==> config.mk <==
export PLATFORM = sky130hd
export DESIGN_NAME = nabp_angle_sequencer_flat
export DESIGN_NICKNAME = d
export VERILOG_FILES = /design/src/rtl/nabp_angle_sequencer_if.sv /design/src/rtl/nabp_angle_sequencer.sv /design/src/flat_wrapper.sv
export SDC_FILE = /design/constraint.sdc
export NUM_CORES = 1
export LEC_CHECK = 0
export ABC_AREA = 0
export CAP_MARGIN = 30
export CORE_ASPECT_RATIO = 1.2
export CORE_MARGIN = 4
export CORE_UTILIZATION = 39
export CTS_CLUSTER_DIAMETER = 40
export CTS_CLUSTER_SIZE = 14
export DETAILED_ROUTE_END_ITERATION = 10
export PLACE_DENSITY = 0.64
export SYNTH_ARGS = -nofsm -noshare
export SYNTH_HDL_FRONTEND = slang
export SYNTH_SLANG_ARGS = --single-unit
==> constraint.sdc <==
create_clock -name clk -period 2.5 [get_ports clk]
set_clock_uncertainty 0.15 [all_clocks]
set_input_delay 0.375 -clock clk [delete_from_list [all_inputs] [get_ports clk]]
set_output_delay 0.375 -clock clk [all_outputs]
set_load 0.005 [all_outputs]
==> src/rtl/nabp_angle_sequencer_if.sv <==
// Handshake bundle between the angle sequencer, the swap control
// and the filtered-RAM loader. master = sequencer side.
interface nabp_angle_sequencer_if #(
    parameter int ANGLE_W = 9
);
    logic               sc_next_angle;
    logic               sc_next_angle_ack;
    logic [ANGLE_W-1:0] sc_angle;
    logic               sc_bank;
    logic               fr_load_req;
    logic [ANGLE_W-1:0] fr_load_angle;
    logic               fr_load_bank;
    logic               fr_load_done;

    modport master (
        input  sc_next_angle,
        input  fr_load_done,
        output sc_next_angle_ack,
        output sc_angle,
        output sc_bank,
        output fr_load_req,
        output fr_load_angle,
        output fr_load_bank
    );

    modport slave (
        output sc_next_angle,
        output fr_load_done,
        input  sc_next_angle_ack,
        input  sc_angle,
        input  sc_bank,
        input  fr_load_req,
        input  fr_load_angle,
        input  fr_load_bank
    );
endinterface

==> src/rtl/nabp_angle_sequencer.sv <==
// Angle sequencer: loads each filtered line, then hands its angle to the
// swap control. Define NABP_ANGLE_SEQ_PREFETCH_EN for double-buffering.
module nabp_angle_sequencer #(
    parameter int ANGLE_W      = 9,
    parameter int NO_OF_ANGLES = 180,
    parameter int ANGLE_INIT   = 0,
    parameter int ANGLE_STEP   = 1
) (
    input  logic clk,
    input  logic reset_n,
    input  logic start,
    output logic busy,
    output logic done,
    nabp_angle_sequencer_if.master bus
);
    localparam int IDX_W = (NO_OF_ANGLES > 1) ? $clog2(NO_OF_ANGLES) : 1;
    localparam logic [IDX_W-1:0] IDX_LAST = IDX_W'(NO_OF_ANGLES - 1);
    localparam logic [ANGLE_W-1:0] A_INIT = ANGLE_W'(ANGLE_INIT);
    localparam logic [ANGLE_W-1:0] A_STEP = ANGLE_W'(ANGLE_STEP);

    typedef enum logic [2:0] {
        S_IDLE,
        S_LOAD,
        S_READY,
        S_WAIT,
        S_FINISH
    } state_t;

`ifdef NABP_ANGLE_SEQ_PREFETCH_EN
    localparam state_t AFTER_ACK = S_LOAD;
    localparam logic   BANK_FLIP = 1'b1;
`else
    localparam state_t AFTER_ACK = S_WAIT;
    localparam logic   BANK_FLIP = 1'b0;
`endif

    state_t             state_q;
    state_t             state_d;
    logic [IDX_W-1:0]   idx_q;
    logic [ANGLE_W-1:0] angle_q;
    logic               bank_q;
    logic               ack_q;
    logic [ANGLE_W-1:0] sc_angle_q;
    logic               sc_bank_q;
    logic               busy_q;
    logic               done_q;
    logic               go;
    logic               issue;
    logic               last;
    logic               finish;

    // State register.
    always_ff @(posedge clk or negedge reset_n) begin
        if (!reset_n) state_q <= S_IDLE;
        else          state_q <= state_d;
    end

    // Next state and the one-cycle control strobes.
    always_comb begin
        state_d = state_q;
        go      = 1'b0;
        issue   = 1'b0;
        finish  = 1'b0;
        last    = (idx_q == IDX_LAST);
        unique case (state_q)
            S_IDLE: if (start) begin
                go      = 1'b1;
                state_d = S_LOAD;
            end
            S_LOAD: if (bus.fr_load_done) state_d = S_READY;
            S_READY: if (bus.sc_next_angle) begin
                issue   = 1'b1;
                state_d = last ? S_FINISH : AFTER_ACK;
            end
            S_WAIT: if (bus.sc_next_angle) state_d = S_LOAD;
            S_FINISH: if (bus.sc_next_angle) begin
                finish  = 1'b1;
                state_d = S_IDLE;
            end
            default: state_d = S_IDLE;
        endcase
    end

    // Angle accumulator, index, bank and registered handshake outputs.
    always_ff @(posedge clk or negedge reset_n) begin
        if (!reset_n) begin
            idx_q      <= '0;
            angle_q    <= '0;
            bank_q     <= 1'b0;
            ack_q      <= 1'b0;
            sc_angle_q <= '0;
            sc_bank_q  <= 1'b0;
            busy_q     <= 1'b0;
            done_q     <= 1'b0;
        end else begin
            ack_q  <= issue;
            done_q <= finish;
            if (go) begin
                idx_q   <= '0;
                angle_q <= A_INIT;
                bank_q  <= 1'b0;
                busy_q  <= 1'b1;
            end
            if (issue) begin
                sc_angle_q <= angle_q;
                sc_bank_q  <= bank_q;
                if (!last) begin
                    idx_q   <= idx_q + IDX_W'(1);
                    angle_q <= angle_q + A_STEP;
                    bank_q  <= bank_q ^ BANK_FLIP;
                end
            end
            if (finish) busy_q <= 1'b0;
        end
    end

    assign busy                  = busy_q;
    assign done                  = done_q;
    assign bus.sc_next_angle_ack = ack_q;
    assign bus.sc_angle          = sc_angle_q;
    assign bus.sc_bank           = sc_bank_q;
    assign bus.fr_load_req       = (state_q == S_LOAD);
    assign bus.fr_load_angle     = angle_q;
    assign bus.fr_load_bank      = bank_q;
endmodule

==> src/flat_wrapper.sv <==
// flat-port wrapper written by rule: the top's interface ports become plain ports
module nabp_angle_sequencer_flat 
#(
    parameter int ANGLE_W      = 9,
    parameter int NO_OF_ANGLES = 180,
    parameter int ANGLE_INIT   = 0,
    parameter int ANGLE_STEP   = 1
)
  (clk, reset_n, start, busy, done, bus_sc_next_angle, bus_fr_load_done, bus_sc_next_angle_ack, bus_sc_angle, bus_sc_bank, bus_fr_load_req, bus_fr_load_angle, bus_fr_load_bank);
  nabp_angle_sequencer_if #(.ANGLE_W(ANGLE_W)) bus_i ();
  input  logic clk;
  input  logic reset_n;
  input  logic start;
  output logic busy;
  output logic done;
  input wire logic [$bits(bus_i.sc_next_angle)-1:0] bus_sc_next_angle;
  input wire logic [$bits(bus_i.fr_load_done)-1:0] bus_fr_load_done;
  output wire logic [$bits(bus_i.sc_next_angle_ack)-1:0] bus_sc_next_angle_ack;
  output wire logic [$bits(bus_i.sc_angle)-1:0] bus_sc_angle;
  output wire logic [$bits(bus_i.sc_bank)-1:0] bus_sc_bank;
  output wire logic [$bits(bus_i.fr_load_req)-1:0] bus_fr_load_req;
  output wire logic [$bits(bus_i.fr_load_angle)-1:0] bus_fr_load_angle;
  output wire logic [$bits(bus_i.fr_load_bank)-1:0] bus_fr_load_bank;
  assign bus_i.sc_next_angle = bus_sc_next_angle;
  assign bus_i.fr_load_done = bus_fr_load_done;
  assign bus_sc_next_angle_ack = bus_i.sc_next_angle_ack;
  assign bus_sc_angle = bus_i.sc_angle;
  assign bus_sc_bank = bus_i.sc_bank;
  assign bus_fr_load_req = bus_i.fr_load_req;
  assign bus_fr_load_angle = bus_i.fr_load_angle;
  assign bus_fr_load_bank = bus_i.fr_load_bank;
  nabp_angle_sequencer #(.ANGLE_W(ANGLE_W), .NO_OF_ANGLES(NO_OF_ANGLES), .ANGLE_INIT(ANGLE_INIT), .ANGLE_STEP(ANGLE_STEP)) u_core (.clk(clk), .reset_n(reset_n), .start(start), .busy(busy), .done(done), .bus(bus_i));
endmodule
==> impl_metrics.json <==
{
  "fmax_mhz": 447.6,
  "top_layer": "met4",
  "cts.sinks": 32,
  "dr.pass1.iters": 4,
  "ys.flop_type": "dfrtp_1",
  "grt_overflow": 0,
  "cts_max_level": 2,
  "maxCapViolCount": 0,
  "yosysSeqAreaShare_pct": 53.51,
  "power.density_mw_per_mm2": 726.3,
  "power_w": 0.001376,
  "num_vias": 1242,
  "cts_buffer_depth": 2,
  "hpwl_um": 2311,
  "clkTransAtPathRegs_ns": 0.06,
  "antenna_found_initial": 0,
  "area_growth_syn_to_layout_pct": 26.59,
  "met3WireLength_um": 106,
  "synth_cells": 150,
  "worstHoldStart": "u_core.bus.sc_angle[6]$_DFFE_PN0P_",
  "synthDistinctLibCells": 37,
  "endpoint_kind": "flip-flop",
  "ant_nets": 0,
  "path_class": "flip-flop to flip-flop",
  "postCtsSetupBuffers": 0,
  "clock_latency_ns": 0.28,
  "die_h_um": 75.86,
  "r2r_end": "u_core.bus.fr_load_angle[8]$_DFF_PN0_",
  "cp.required_ns": 2.49,
  "grt_max_degree": 33,
  "drc": 0,
  "rsz0062_at_grt": "no",
  "worst_pin_slew_ns": 0.6156,
  "final_hold_viol_count": 0,
  "max_slew_margin_pct": 58.85,
  "status": "finished clean",
  "slew_viol_final": 0,
  "p_leak_nw": 0.8466,
  "whs_path_depth": 2,
  "die_w_um": 64.55,
  "crit_path_start_kind": "flip-flop",
  "fp.coreArea_mm2": 0.003664,
  "vdd_drop_max_mv": 0.4313,
  "syn_avg_cell_area_um2": 9.976,
  "met1Wirelength_um": 1428,
  "wl_per_cell_um": 14.16,
  "timing.setup.tns_ns": 0,
  "holdBufCountCts": 0,
  "cts_made_buffers": 5,
  "detail_route.vias_per_cell": 5.353,
  "drive_gt1_share_pct": 7.222,
  "yosysWarnings": 0,
  "start_util_pct": 40.85,
  "fin_crit_sh_pct": 89.36,
  "r2r.worst_path.cells": 6,
  "dieArea_mm2": 0.004896,
  "synth_edf_count": 0,
  "async_flop_share_pct": 100.0,
  "reg2reg_setup_slack_ns": 0.27,
  "hold_end": "u_core.bus.sc_angle[6]$_DFFE_PN0P_",
  "ios": 29,
  "drtIter0Drc": 61,
  "wl_um": 3286,
  "crit_arrival_ns": 2.22,
  "nNetsFinal": 186,
  "synth_seq_cells": 32,
  "grt_pass1_vias": 1256,
  "wl_met2_um": 1691,
  "place.port_buffers": 26,
  "worst-path-max-fanout": 7,
  "place.gp.congestion": 0.7843,
  "grt_pass1_wl_um": 5754,
  "cts.repair.resized": 0,
  "diodes": 0,
  "r2r_start": "u_core.state_q[2]$_DFFE_PN0P_",
  "min_period_ns": 2.234,
  "netlist_area_mm2": 0.001496,
  "setup_violations": 0,
  "cts-root-buf": "clkbuf_8",
  "rows": 24,
  "track_usage_pct": 15.27,
  "cts_tree": "yes",
  "hold_path_class": "flip-flop to flip-flop"
}
[metrics by stage]
stage	utilization (%)	hold slack (ns)	cell area, um2	std cells	setup WS, ns
global route	51.71	0.3514	1894	232	0.03637
global placement	49.25	0.3068	1804	224	0.1783
floorplan	-	-0.07059	1500	151	0.4285
CTS	51.71	0.3268	1894	232	0.2759
detailed placement	49.25	0.3114	1804	224	0.08852
finish	51.71	0.3233	1894	232	0.2659
[power by group]
part | switching [W] | total [W] | internal (W)
Clock | 0.000175 | 0.000399 | 0.000224
Sequential | 0.0000802 | 0.000662 | 0.000581
Combinational | 0.000152 | 0.000315 | 0.000163
Total | 0.000407 | 0.00138 | 0.000969
[area by class of cell]
cell class	instances	area, um2
Multi-Input combinational cell	107	631.9
Timing Repair Buffer	30	290.3
Clock buffer	8	90.09
Inverter	3	16.27
Tap cell	52	65.06
Fill cell	343	1769
Sequential cell	32	800.8
[cell usage in the layout (no fill, tap or decap), drive strengths merged, types with 4 or more instances in the layout]
cell	netlist	routed
nand4	9	9
o21ai	8	8
clkbuf	4	8
nand3	7	7
clkdlybuf4s50	0	26
dfrtp	32	32
nand2	36	36
buf	5	4
mux2i	5	5
[flip-flops by register name (all words and copies together), names as in the netlist]
register / flops
u_core.state_q: 3
u_core.busy: 1
u_core.bus.sc_next_angle_ack: 1
u_core.bus.sc_angle: 9
u_core.idx_q: 8
u_core.done: 1
u_core.bus.fr_load_angle: 9
[worst max path at each step]
stage,from,depth (start not counted),endpoint
2_1_floorplan,u_core.state_q[2]$_DFFE_PN0P_,7,u_core.bus.fr_load_angle[5]$_DFF_PN0_
3_3_place_gp,bus_sc_next_angle,6,u_core.bus.fr_load_angle[8]$_DFF_PN0_
3_5_place_dp,bus_sc_next_angle,6,u_core.bus.fr_load_angle[6]$_DFF_PN0_
4_1_cts,u_core.state_q[2]$_DFFE_PN0P_,6,u_core.bus.fr_load_angle[6]$_DFF_PN0_
5_1_grt,u_core.state_q[2]$_DFFE_PN0P_,6,u_core.bus.fr_load_angle[8]$_DFF_PN0_
6_report,u_core.state_q[2]$_DFFE_PN0P_,6,u_core.bus.fr_load_angle[8]$_DFF_PN0_
[cell usage after synthesis, types with 2 or more instances]
cell | number | area [um2]
a21oi_1 | 3 | 15.01
clkbuf_1 | 4 | 15.01
o31ai_1 | 3 | 22.52
nor2_1 | 2 | 7.510
buf_2 | 2 | 10.01
mux2i_1 | 5 | 50.05
or3_1 | 3 | 18.77
a21boi_1 | 2 | 15.01
o21a_1 | 2 | 15.01
o311ai_0 | 2 | 17.52
buf_4 | 2 | 15.01
o211ai_1 | 2 | 15.01
a31oi_1 | 3 | 18.77
nand4_1 | 8 | 50.05
nand2_1 | 36 | 135.1
and3_1 | 3 | 18.77
inv_1 | 2 | 7.510
nand3_1 | 7 | 35.03
o41ai_1 | 2 | 17.52
o21ai_0 | 8 | 40.04
ha_1 | 2 | 25.02
dfrtp_1 | 32 | 800.8
[layer usage]
layer	up-vias	global-route usage [%]
met1	612	17.93
met3	6	3.687
met5	-	0
li1	599	-
met2	25	26.72
met4	0	7.042
[worst max-delay path, cell delays in order (launching register included)]
cell and delay, ns:
dfrtp_1 0.44, nand2b_1 0.20, or3b_1 0.45, clkinv_4 0.11, nand4_1 0.23, o311ai_0 0.37
o41ai_1 0.14
[cells by family (layout without fill, tap and decap cells)]
family | count (synthesis) | in the layout | synth area share, %
adder cells (fa/ha/maj) | 2 | 2 | 1.672
flip-flops | 32 | 32 | 53.51
AO/OA/AOI/OAI | 30 | 30 | 13.54
buffers and inverters | 12 | 41 | 4.515
AND/OR/NAND/NOR | 68 | 68 | 23.16
other | 1 | 2 | 0.2506
multiplexers | 5 | 5 | 3.345
(Power assumes the default switching activity.)
